<file path="src/rtl/priority_decoder.sv">
// Priority decoder: turns a stream of encoded indices into held one-hot strobes,
// keeps a sticky OR of every decoded line and counts out-of-range codes.
module priority_decoder #(
   parameter int unsigned N_OUT       = 12,
   parameter int unsigned CODE_W      = 4,
   parameter int unsigned HOLD_CYCLES = 3,
   parameter int unsigned ERR_W       = 8
) (
   input  logic              clk,
   input  logic              rst_n,
   input  logic [CODE_W-1:0] in_code,
   input  logic              in_valid,
   output logic              in_ready,
   input  logic              acc_clr,
   output logic [N_OUT-1:0]  out_onehot,
   output logic              out_active,
   output logic [N_OUT-1:0]  acc_vec,
   output logic              err_pulse,
   output logic [ERR_W-1:0]  err_count
);

   localparam int unsigned CNT_W = 8;
   localparam logic [CNT_W-1:0] HOLD_LOAD = CNT_W'(HOLD_CYCLES - 1);
   localparam logic [CODE_W:0]  N_OUT_C   = N_OUT[CODE_W:0];

   typedef enum logic {
      IDLE,
      HOLD
   } state_t;

   state_t             state, state_nxt;
   logic [CNT_W-1:0]   cnt, cnt_nxt;
   logic [N_OUT-1:0]   onehot_q, onehot_nxt;
   logic [N_OUT-1:0]   acc_q, acc_nxt;
   logic [N_OUT-1:0]   dec;
   logic               active_q;
   logic               errp_q, errp_nxt;
   logic [ERR_W-1:0]   errc_q, errc_nxt;
   logic               accept;
   logic               legal;

   // Gated by rst_n so nothing is offered while the block is held in reset.
   assign in_ready = rst_n && ((state == IDLE) || (cnt == '0));
   assign accept   = in_valid && in_ready;
   assign legal    = ({1'b0, in_code} < N_OUT_C);

   always_comb begin
      dec = '0;
      for (int unsigned i = 0; i < N_OUT; i++) begin
         if (in_code == i[CODE_W-1:0]) dec[i] = 1'b1;
      end
   end

   always_comb begin
      state_nxt  = state;
      cnt_nxt    = cnt;
      onehot_nxt = onehot_q;
      errp_nxt   = 1'b0;
      errc_nxt   = errc_q;
      acc_nxt    = acc_clr ? '0 : acc_q;

      case (state)
         IDLE: begin
            if (accept && legal) begin
               state_nxt  = HOLD;
               cnt_nxt    = HOLD_LOAD;
               onehot_nxt = dec;
            end
         end
         HOLD: begin
            if (cnt != '0) begin
               cnt_nxt = cnt - 1'b1;
            end else if (accept && legal) begin
               cnt_nxt    = HOLD_LOAD;
               onehot_nxt = dec;
            end else begin
               state_nxt  = IDLE;
               onehot_nxt = '0;
            end
         end
         default: begin
            state_nxt  = IDLE;
            cnt_nxt    = '0;
            onehot_nxt = '0;
         end
      endcase

      // Clear is applied before the set so a coinciding accept survives.
      if (accept && legal) acc_nxt = acc_nxt | dec;

      if (accept && !legal) begin
         errp_nxt = 1'b1;
         if (errc_q != '1) errc_nxt = errc_q + 1'b1;
      end
   end

   always_ff @(posedge clk or negedge rst_n) begin
      if (!rst_n) begin
         state    <= IDLE;
         cnt      <= '0;
         onehot_q <= '0;
         active_q <= 1'b0;
         acc_q    <= '0;
         errp_q   <= 1'b0;
         errc_q   <= '0;
      end else begin
         state    <= state_nxt;
         cnt      <= cnt_nxt;
         onehot_q <= onehot_nxt;
         active_q <= |onehot_nxt;
         acc_q    <= acc_nxt;
         errp_q   <= errp_nxt;
         errc_q   <= errc_nxt;
      end
   end

   assign out_onehot = onehot_q;
   assign out_active = active_q;
   assign acc_vec    = acc_q;
   assign err_pulse  = errp_q;
   assign err_count  = errc_q;

endmodule

</file>
<file path="config.mk">
export PLATFORM = sky130hd
export DESIGN_NAME = priority_decoder
export DESIGN_NICKNAME = d
export VERILOG_FILES = /design/src/rtl/priority_decoder.sv
export SDC_FILE = /design/constraint.sdc
export NUM_CORES = 1
export LEC_CHECK = 0
export BUFFER_PORTS_ARGS = -buffer_cell sky130_fd_sc_hd__buf_2
export CORE_MARGIN = 2
export CORE_UTILIZATION = 40
export DETAILED_ROUTE_END_ITERATION = 8
export PLACE_DENSITY_LB_ADDON = 0.12
export SLEW_MARGIN = 20
export SYNTH_ARGS = -nofsm -noshare
export SYNTH_HDL_FRONTEND = slang
export SYNTH_SLANG_ARGS = --single-unit
</file>
<file path="constraint.sdc">
create_clock -name clk -period 2.75 [get_ports clk]
set_clock_uncertainty 0.05 [all_clocks]
set_input_delay 0 -clock clk [delete_from_list [all_inputs] [get_ports clk]]
set_output_delay 0 -clock clk [all_outputs]
set_load 0.05 [all_outputs]
</file>
Word level (Yosys, flattened, before mapping)

Index checks and enable logic that the tools add are counted.

Bits in registers: 43
Bits in latches: 0
Memory bits (writable): 0
Memory bits (read-only): 0
Input bits: 8
Output and inout port bits: 35
Logic and storage cells: 60
Memories: 0

Add/subtract/negate cells: 2
$mul: 0
Div/mod/pow operators: 0
Magnitude comparators: 1
Equal/unequal tests: 12
Shifts and indexed selects: 0
Mux-type cells: 25
Bitwise operators: 2
Reduce and logical (&&, ||, !) cells: 11

Operators with widths:

| kind                  | count |
|---|---|
| $mux W12              | 5 |
| $pmux W12 S2          | 1 |
| $eq A4 B3 Y1 const B  | 4 |
| $eq A4 B4 Y1 const B  | 4 |
| $mux W8               | 2 |
| $pmux W8 S2           | 1 |
| $mux W1               | 15 |
| $or A12 B12 Y12       | 1 |
| $reduce_or A12 Y1     | 1 |
| $add A8 B1 Y8 const B | 1 |
| $eq A4 B2 Y1 const B  | 2 |
| $logic_not A8 Y1      | 1 |
| $ne A8 B8 Y1 const B  | 1 |
| $reduce_bool A8 Y1    | 1 |
| $sub A8 B1 Y8 const B | 1 |
| $eq A4 B1 Y1 const B  | 1 |
| $logic_and A1 B1 Y1   | 4 |
| $logic_not A4 Y1      | 1 |
| $lt A4 B4 Y1 const B  | 1 |
| $pmux W1 S2           | 1 |
| $reduce_and A2 Y1     | 1 |
| $logic_not A1 Y1      | 1 |
| $logic_or A1 B1 Y1    | 1 |
| $not A1 Y1            | 1 |

Longest topological paths before layout

Gate-level depths: netlist of the first run.

Depth in word-level cells: 9
Depth in mapped cells: 9
Mapped depth without buffers: 7

Worst setup path after synthesis of the first run

OpenSTA, ideal clock, no wires.

Path type: flip-flop to flip-flop
Start: reg cnt[0]
End: reg errc_q[5], in the netlist err_count[5]
Data arrival time: 2.172 ns
Required time: 2.618 ns
Setup slack: 0.446 ns
Stages on the path, launching flop included: 10
Cells stage by stage: dfrtp_1 > inv_1 > ha_1 > or3b_1 > clkbuf_1 > o21a_1 > or4_4 > buf_6 > nor3_2 > xor2_1

Word-level cells in the longest chain between the ends: 6

Ends and longest elaborated chain:

| what                               | line | text |
|---|---|---|
| start, declared                    | 32   | `logic [CNT_W-1:0] cnt, cnt_nxt;` |
| start signal, assigned             | 108  | `cnt <= cnt_nxt;` |
| $logic_not A8 Y1                   | 43   | `assign in_ready = rst_n && ((state == IDLE) \|\| (cnt == '0));` |
| $logic_or A1 B1 Y1                 | 43   |  |
| $logic_and A1 B1 Y1                | 43   |  |
| $logic_and A1 B1 Y1                | 44   | `assign accept = in_valid && in_ready;` |
| $logic_and A1 B1 Y1                | 91   | `if (accept && !legal) begin` |
| $reduce_and A2 Y1 (no source line) | n/a  |  |
| end signal, assigned               | 113  | `errc_q <= errc_nxt;` |
| end, declared                      | 38   | `logic [ERR_W-1:0] errc_q, errc_nxt;` |

Every way passes these cells.
A chain may end at the register's enable or synchronous reset.

Final worst setup path of the first run

Start: reg cnt[0]
End: reg errc_q[7], in the netlist err_count[7]

Same word-level chain as after synthesis.

==> metrics.txt, run 1 <==
status=finished, final reports clean; prevailing post-synth register cell=dfrtp_1; total clock sinks=43; Starting Density=41.9%; min cycle time layout=2410 ps; post-synthesis mux area share=0.502%; DRC violation count after routing=0; final std cells w/o fill=313; fin crit share=87.6%; n_diodes=0; leak pwr=0.00120 uW; post-layout net count=255; vias per cell=5.00; RSZ-0062 raised after global routing=false; layout cells sized above 1=24.4%; fill cell total of the finished layout=467; register area share after synthesis=54.0%; GPL Wtd Cong=0.769; worst stage delay on the critical path=560 ps; Antenna Nets Post-Route=0; IO Port Bufs=42; number of global-route vias before repair=1525; sequence of cells on the critical path=inv_1, ha_1, or3b_1, o21a_1, or4_4, nor3_2, xor2_1; CTS Buf Count=5; H-tree levels=2; Post-Syn Area=1990 um2; XOR/XNOR Fraction of Synth Area=3.52%; syn_area_per_cell=10.2 um2; Compound-Gate Fraction of Synth Area=16.5%; All-Layer GR Usage=18.1%; initial antenna violation count=0; Core ar.=4750 um2; element type at the critical path start=flip-flop; Setup TNS=0 ps; Max-Cap Viols=0; CTS tree=yes; Die Span X=74.6 um; via count=1566; Post-Synth Adder-Cell Area=1.26%; area grow syn2layout=22.2%; final wirelength=4.40 mm; P per Cell Area=961 nW/um2; row cnt=25; grt ovf=0; r2r setup slk=340 ps; Async SR Flop Fraction=100%; Req. time, crit path=2920 ps; Placed Cells incl. Taps=301; post-CTS resize count=0; Least-Margin Pin Slew=480 ps; Mapped Cells=195; Crit path max-delay family=simple AND/OR/NAND/NOR gates; 1st-iter DRT viols=76; Netlist cell types=39; crit-path max FO=6; Slew Limit Fails=0; Rel. slew slack=67.7%; post-layout util=51.2%; DRT Pass-1 Iters=4; critical path arrival=2580 ps; WL/cell=14.1 um; Die Ht=74.6 um; hpwl dp=3.24 mm; fmax=415 MHz; clk_lat worst skew=290 ps; Clock transition at path regs=80 ps; CP max stage cell=or4_4; Final Hold Fails=0; Finish-stage setup viols=0; largest family of logic cells by synthesized area=simple AND/OR/NAND/NOR gates; Worst Path Class, Setup=flip-flop to flip-flop; first-pass GRT wire length=7.50 mm; Worst VDD drop=0.346 mV; worst path buffer plus inverter count=1; worst min-delay path class=input pin to flip-flop; Die Area=5560 um2; Ports=43; Syn Nets=205; number of synthesized flops with an enable pin=0; maximum clock path buffer count=2; Yosys reg bits=43; Synth Warn #=0; Synth Area in Simple Gates=20.3%; capturing element type of the critical path=flip-flop; largest net degree at the start of global routing=24; root buffer cell=clkbuf_8
[Yosys cell counts, types with 4 or more instances]
master | n | area [um2]
o21ai_0 | 17 | 85.1
xor2_1 | 5 | 43.8
or3_1 | 4 | 25.0
o2bb2ai_1 | 6 | 52.6
nor2_1 | 8 | 30.0
nor4_1 | 4 | 25.0
nor3_1 | 7 | 35.0
a21oi_1 | 5 | 25.0
a22o_1 | 6 | 52.6
a22oi_1 | 5 | 37.5
inv_1 | 10 | 37.5
dfrtp_1 | 43 | 1080
nand2_1 | 21 | 78.8
clkbuf_1 | 8 | 30.0
nand3_1 | 4 | 20.0
[flip-flops by register name, indices dropped and copies added, names as in the netlist]
signal	cells
state	1
out_onehot	12
acc_vec	12
err_pulse	1
out_active	1
err_count	8
cnt	8
[logic make-up (layout without fill, tap and decap cells)]
group	count (synthesis)	after routing
muxes	1	1
adders and majority gates	2	2
buffers and inverters	19	70
and+or+nand+nor	73	73
AOI/OAI and AO/OA	49	49
xor gates and xnor gates	8	8
DFF	43	43
[worst reg2reg max path, cell delays in order (launching register included)]
cell     delay, ps
dfrtp_1        400
inv_1           60
ha_1           180
or3b_1         440
o21a_1         300
or4_4          560
nor3_2         200
xor2_1         150
[layout make-up]
class | count | area [um2] | share of cell area, %
clock inverter | 1 | 7.51 | 0.308
clock buffer | 7 | 96.3 | 3.96
tap | 67 | 83.8 | 3.44
multi-input combinational | 133 | 838 | 34.4
timing repair buffer | 52 | 295 | 12.1
sequential | 43 | 1080 | 44.2
inverter | 10 | 37.5 | 1.54
[metal layers]
layer | GRT usage, % | part of all wire, % | vias to the layer above
met5 | 0 | 0 | -
met3 | 4.20 | 3.2 | 7
met4 | 5.36 | 1.2 | 0
met1 | 26.1 | 50 | 730
met2 | 27.3 | 46 | 29
li1 | - | - | 800
[what timing repair did]
| item | 4_1_cts | 5_1_grt |
|---|---|---|
| hold buffers | 4 | 0 |
| buffers inserted | 0 | 0 |
| endpoints found under the hold margin | 45 | 0 |
[placed cells by master (no fill, tap or decap), types with 2 or more instances in the layout]
| cell | instances |
|---|---|
| nor3_1 | 7 |
| buf_2 | 42 |
| nor3_2 | 2 |
| ha_1 | 2 |
| clkbuf_8 | 7 |
| nor2_1 | 8 |
| or3_1 | 4 |
| o22ai_1 | 2 |
| o2bb2ai_1 | 6 |
| nor2b_1 | 3 |
| xnor2_1 | 3 |
| a22oi_1 | 5 |
| and2_1 | 2 |
| inv_1 | 10 |
| or4_4 | 2 |
| nand2b_1 | 3 |
| nand4_1 | 2 |
| dlygate4sd3_1 | 4 |
| xor2_1 | 5 |
| o21ai_0 | 17 |
| nand3_1 | 4 |
| a22o_1 | 6 |
| and3_1 | 3 |
| nor4_1 | 4 |
| nand2_1 | 21 |
| a32oi_1 | 2 |
| and2_0 | 2 |
| buf_4 | 6 |
| dfrtp_1 | 43 |
| o31ai_1 | 3 |
| a21oi_1 | 5 |
[stage by stage]
| step | area, um2 | worst slack [ps] | hold slack [ps] | total power, uW |
|---|---|---|---|---|
| floorplan | 1990 | 446 | -346 | 1640 |
| global placement | 2290 | 404 | -21.8 | 1910 |
| detailed placement | 2290 | 357 | -20.8 | 1920 |
| CTS | 2430 | 347 | 116 | 2360 |
| global route | 2430 | 147 | 140 | 2510 |
| finish | 2430 | 341 | 126 | 2340 |
[final timing paths]
kind / startpoint / endpoint / cells past startpoint
max: cnt[0] / err_count[7] / 7
min: in_code[3] / err_pulse / 3
max reg2reg: cnt[0] / err_count[7] / 7
min reg2reg: acc_vec[3] / acc_vec[3] / 1
max in group asynchronous: rst_n / out_onehot[6] / 3
min in group asynchronous: rst_n / err_count[0] / 3
[report_power, final]
group          leakage [uW]  internal [uW]  switching, uW
Clock             0.0000505            228            211
Sequential         0.000578            776            130
Combinational      0.000576            326            667
Total               0.00120           1330           1010
Note: power is estimated with default switching activity, not from simulation.
==> run 2: changes to the inputs <==
--- a/config.mk
+++ b/config.mk
@@ -6,10 +6,12 @@
 export NUM_CORES = 1
 export LEC_CHECK = 0
 export BUFFER_PORTS_ARGS = -buffer_cell sky130_fd_sc_hd__buf_2
+export CORE_ASPECT_RATIO = 0.5
 export CORE_MARGIN = 2
 export CORE_UTILIZATION = 40
 export DETAILED_ROUTE_END_ITERATION = 8
 export PLACE_DENSITY_LB_ADDON = 0.12
+export REMOVE_ABC_BUFFERS = 1
 export SLEW_MARGIN = 20
 export SYNTH_ARGS = -nofsm -noshare
 export SYNTH_HDL_FRONTEND = slang
==> metrics.txt, run 2 (same netlist as run 1, synthesis figures left out) <==
status=finished, final reports clean; total clock sinks=43 (unchanged); H-tree levels=2 (unchanged); post-layout net count=254 (-0.39%); DRC violation count after routing=0 (unchanged); largest net degree at the start of global routing=32 (+33%); met1 Use GR=25.3% (-0.79 points); post-layout util=50.0% (-1.2 points); Slew Limit Fails=0 (unchanged); CTS tree=yes; Die Area=5600 um2 (+0.62%); Final Hold Fails=0 (unchanged); number of global-route vias before repair=1561 (+2.4%); fin crit share=88.2% (+0.63 points); RSZ-0062 raised after global routing=false; IO Port Bufs=42 (unchanged); clock share of power=19.2% (+0.4 points); Worst Path Class, Setup=flip-flop to output port; sequential power share=38.9% (+0.2 points); Least-Margin Pin Slew=578 ps (+97.5 ps); Finish-stage setup viols=0 (unchanged); 1st-iter DRT viols=75 (-1.3%); crit-path max FO=12 (+6); Worst VDD drop=0.411 mV (+19%); Max-Cap Viols=0 (unchanged); commonest non-fill, non-tap cells in the layout=dfrtp_1, buf_2, nand2_1, o21ai_0, inv_1; Final Cell Area=2430 um2 (-0.15%); fmax=412 MHz (-0.72%); Ports=43 (unchanged); vias per cell=5.15 (+3.0%); final wirelength=4.67 mm (+6.1%); critical path arrival=2380 ps (-200 ps); min cycle time layout=2430 ps (+17.4 ps); initial antenna violation count=0 (unchanged); Die Span X=104 um (+39%); area grow syn2layout=22.0%; Int Pwr=1320 uW (-0.67%); Rel. slew slack=61.1% (-6.6 points); row cnt=18 (-28%); DRT Pass-1 Iters=4 (unchanged); first-pass GRT wire length=7.71 mm (+2.8%); met3 GRT Util=4.24% (+0.037 points); via count=1623 (+3.6%); root buffer cell=clkbuf_8; P per Cell Area=961 nW/um2 (about the same); grt ovf=0 (unchanged); Post-DP Area=2290 um2 (-0.16%); clk_lat worst skew=290 ps (about the same); hpwl dp=3.32 mm (+2.5%); GPL Wtd Cong=0.761 (-1.1%); Starting Density=41.0% (-0.95 points); leak pwr=0.00120 uW (-0.43%); logic gate share of total power=41.9% (-0.6 points); Setup TNS=0 ps (unchanged); layout cells sized above 1=24.1% (-0.31 points); capturing element type of the critical path=output port; Core ar.=4860 um2 (+2.3%); commonest non-fill, non-tap cell in the layout=dfrtp_1; met2 Usage GRT=28.8% (+1.5 points); Final Power=2340 uW (about the same); CTS Buf Count=5 (unchanged); sw frac=43.5% (+0.34 points); r2r setup slk=340 ps (about the same); worst min-delay path class=input pin to flip-flop; Clock transition at path regs=90 ps (about the same); Req. time, crit path=2700 ps (-220 ps); All-Layer GR Usage=18.0% (-0.083 points); WL/cell=14.8 um (+5.4%); element type at the critical path start=flip-flop; Antenna Nets Post-Route=0 (unchanged); maximum clock path buffer count=2 (unchanged); Placed Cells incl. Taps=303 (+0.66%); final std cells w/o fill=315 (+0.64%); n_diodes=0 (unchanged); gr busiest metal=met2; Net Sw Power=1020 uW (+0.72%); Die Ht=53.9 um (-28%)
-- run 2: final timing paths --
path                             start      endpoint  cells past startpoint
max                             cnt[0]      in_ready                      7
min                         in_code[3]     err_pulse                      3
max reg2reg                     cnt[0]  err_count[7]                      7
min reg2reg                acc_vec[11]   acc_vec[11]                      1
max in group asynchronous        rst_n   acc_vec[11]                      3
min in group asynchronous        rst_n        cnt[0]                      3
-- run 2: power by group through the flow --
stage | Sequential, uW | Combinational [uW] | Clock (uW)
6_report | 910 | 979 | 449
5_1_grt | 938 | 1080 | 488
2_1_floorplan | 1190 | 428 | 0
4_1_cts | 910 | 989 | 460
3_5_place_dp | 921 | 982 | 0
3_3_place_gp | 917 | 977 | 0
-- run 2: final cells by class --
cell class | instances | area, um2
clock inverter | 1 | 7.51
inverter | 10 | 37.5
multi-input combinational | 133 | 838
sequential | 43 | 1080
tap | 70 | 87.6
timing repair buffer | 51 | 288
fill | 488 | 2430
clock buffer | 7 | 96.3
-- run 2: critical path: stages, from the launching register on --
cell	delay, ps
dfrtp_1	400
inv_1	60
ha_1	180
or3b_1	440
o21ai_0	360
buf_4	250
and2_1	130
buf_2	250
-- run 2: stage by stage --
| step | hold WS (ps) | worst slack [ps] |
|---|---|---|
| 3_5_place_dp | -36.1 | 352 |
| 5_1_grt | 134 | 126 |
| 2_1_floorplan | -346 | 388 |
| 4_1_cts | 91.0 | 306 |
| 6_report | 89.2 | 323 |
| 3_3_place_gp | -42.3 | 419 |
-- run 2: timing repair --
item                       in CTS  in global routing
hold buffers                    4                  0
setup endpoints to repair       0                  0
buffers inserted                0                  0
resized for setup               0                  0
hold endpoints to repair       45                  0
-- run 2: per-layer routing --
layer  vias up  wire [um]
li1        802          -
met1       771       2440
met2        45       2000
met3         5        196
met4         0         35
met5         -          0
==> run 3: changes to the inputs <==
--- a/config.mk
+++ b/config.mk
@@ -6,6 +6,8 @@
 export NUM_CORES = 1
 export LEC_CHECK = 0
 export BUFFER_PORTS_ARGS = -buffer_cell sky130_fd_sc_hd__buf_2
+export CELL_PAD_IN_SITES_DETAIL_PLACEMENT = 1
+export CELL_PAD_IN_SITES_GLOBAL_PLACEMENT = 1
 export CORE_ASPECT_RATIO = 0.5
 export CORE_MARGIN = 2
 export CORE_UTILIZATION = 40
==> metrics.txt, run 3 (same netlist as run 1, synthesis figures left out) <==
Die Span X=104 um (unchanged); Register-to-Register Path Depth=7 (unchanged); worst reg2reg path endpoint=err_count[5]; crit path capture=err_count[5]; Clock transition at path regs=80 ps (about the same); Ports=43 (unchanged); status=finished, final reports clean; r2r setup slk=250 ps (-90 ps); initial antenna violation count=0 (unchanged); row cnt=18 (unchanged); worst min-delay path class=input pin to async pin; first-pass GRT wire length=8.23 mm (+6.8%); Die Ht=53.9 um (unchanged); Req. time, crit path=2920 ps (+220 ps); All-Layer GR Usage=19.5% (+1.5 points); Final Hold Fails=0 (unchanged); Antenna Nets Post-Route=0 (unchanged); critical path arrival=2670 ps (+290 ps); P per Cell Area=955 nW/um2 (-0.65%); fin crit share=90.9% (+2.7 points); final wirelength=5.05 mm (+8.2%); post-layout net count=252 (-0.79%); Die Area=5600 um2 (unchanged); Post-CTS Repair Setup Buffers=0 (unchanged); element type at the critical path start=flip-flop; fmax=400 MHz (-2.9%); Max-Cap Viols=0 (unchanged); DRC violation count after routing=0 (unchanged); grt ovf=0 (unchanged); total clock sinks=43 (unchanged); 1st-iter DRT viols=52 (-31%); number of global-route vias before repair=1639 (+5.0%); Final Power=2280 uW (-2.4%); crit-path max FO=11 (-1); clk_lat worst skew=290 ps (about the same); min cycle time layout=2500 ps (+73.1 ps); CTS Buf Count=5 (unchanged); largest net degree at the start of global routing=33 (+3.1%); Worst Path Class, Setup=flip-flop to flip-flop; hpwl dp=3.70 mm (+12%); IO Port Bufs=42 (unchanged); Critical path origin=cnt[0]; DRT Pass-1 Iters=4 (unchanged); Slew Limit Fails=0 (unchanged); n_diodes=0 (unchanged); FF-to-FF Start=cnt[0]; Finish-stage setup viols=0 (unchanged); CTS tree=yes; Rel. slew slack=65.1% (+3.9 points); commonest non-fill, non-tap cell in the layout=dfrtp_1; maximum clock path buffer count=2 (unchanged); Setup TNS=0 ps (unchanged); post-layout util=49.1% (-0.87 points); H-tree levels=2 (unchanged); Least-Margin Pin Slew=519 ps (-58.6 ps); root buffer cell=clkbuf_8; capturing element type of the critical path=flip-flop; Starting Density=41.0% (unchanged); GPL Wtd Cong=0.798 (+4.9%); commonest non-fill, non-tap cells in the layout=dfrtp_1, buf_2, nand2_1, o21ai_0, inv_1; Worst VDD drop=0.345 mV (-16%); Core ar.=4860 um2 (unchanged); vias per cell=5.29 (+2.7%); area grow syn2layout=19.8%; layout cells sized above 1=22.8% (-1.3 points); leak pwr=0.00118 uW (-2.0%); via count=1645 (+1.4%); WL/cell=16.2 um (+9.6%); RSZ-0062 raised after global routing=false
-- run 3: critical path, cell delays in order, from the launching register on --
cell and delay (ps):
dfrtp_1 400, inv_1 70, ha_1 190, or3b_1 440, o21a_1 350, or4_4 580, nor3_2 190, xor2_1 150
-- run 3: timing repair --
action | 4_1_cts | 5_1_grt
gates resized for setup | 0 | 0
hold buffers | 4 | 0
endpoints found under the setup margin | 0 | 0
endpoints found under the hold margin | 14 | 0
-- run 3: metrics by stage --
| step | std cells | setup slack, ps | hold WS [ps] | instance area, um2 |
|---|---|---|---|---|
| 2_1_floorplan | 186 | 388 | -346 | 1950 |
| 3_3_place_gp | 301 | 352 | -125 | 2270 |
| 3_5_place_dp | 301 | 262 | -121 | 2270 |
| 4_1_cts | 311 | 250 | 91.5 | 2390 |
| 5_1_grt | 311 | 53.2 | 126 | 2390 |
| 6_report | 311 | 250 | 90.3 | 2390 |
-- run 3: cell type report --
class                      count  area [um2]
clock buffer                   5        68.8
clock inverter                 1        7.51
fill                         562        2480
inverter                      10        37.5
multi-input combinational    133         838
sequential                    43        1080
tap                           70        87.6
timing repair buffer          49         273
-- run 3: per-layer routing --
| metal | global-route usage (%) | vias to the layer above | wire, um |
|---|---|---|---|
| met5 | 0 | - | 0 |
| met4 | 4.95 | 0 | 37 |
| met3 | 5.57 | 4 | 259 |
| met2 | 30.9 | 38 | 2200 |
| met1 | 26.9 | 808 | 2550 |
| li1 | - | 795 | - |
-- run 3: worst min path at each step --
| stage | from | to | slack (ps) | depth (start not counted) |
|---|---|---|---|---|
| after floorplan | rst_n | acc_vec[0] | -350 | 0 |
| after global placement | rst_n | cnt[3] | -130 | 1 |
| after detailed placement | rst_n | cnt[3] | -120 | 1 |
| after CTS | in_code[3] | err_pulse | 90 | 3 |
| after global routing | rst_n | cnt[3] | 130 | 2 |
| final | rst_n | out_onehot[5] | 90 | 2 |
-- run 3: report_power, final --
part | internal, uW | total (uW) | switching [uW]
logic | 307 | 989 | 682
registers | 776 | 913 | 137
clock network | 169 | 380 | 211
total | 1250 | 2280 | 1030
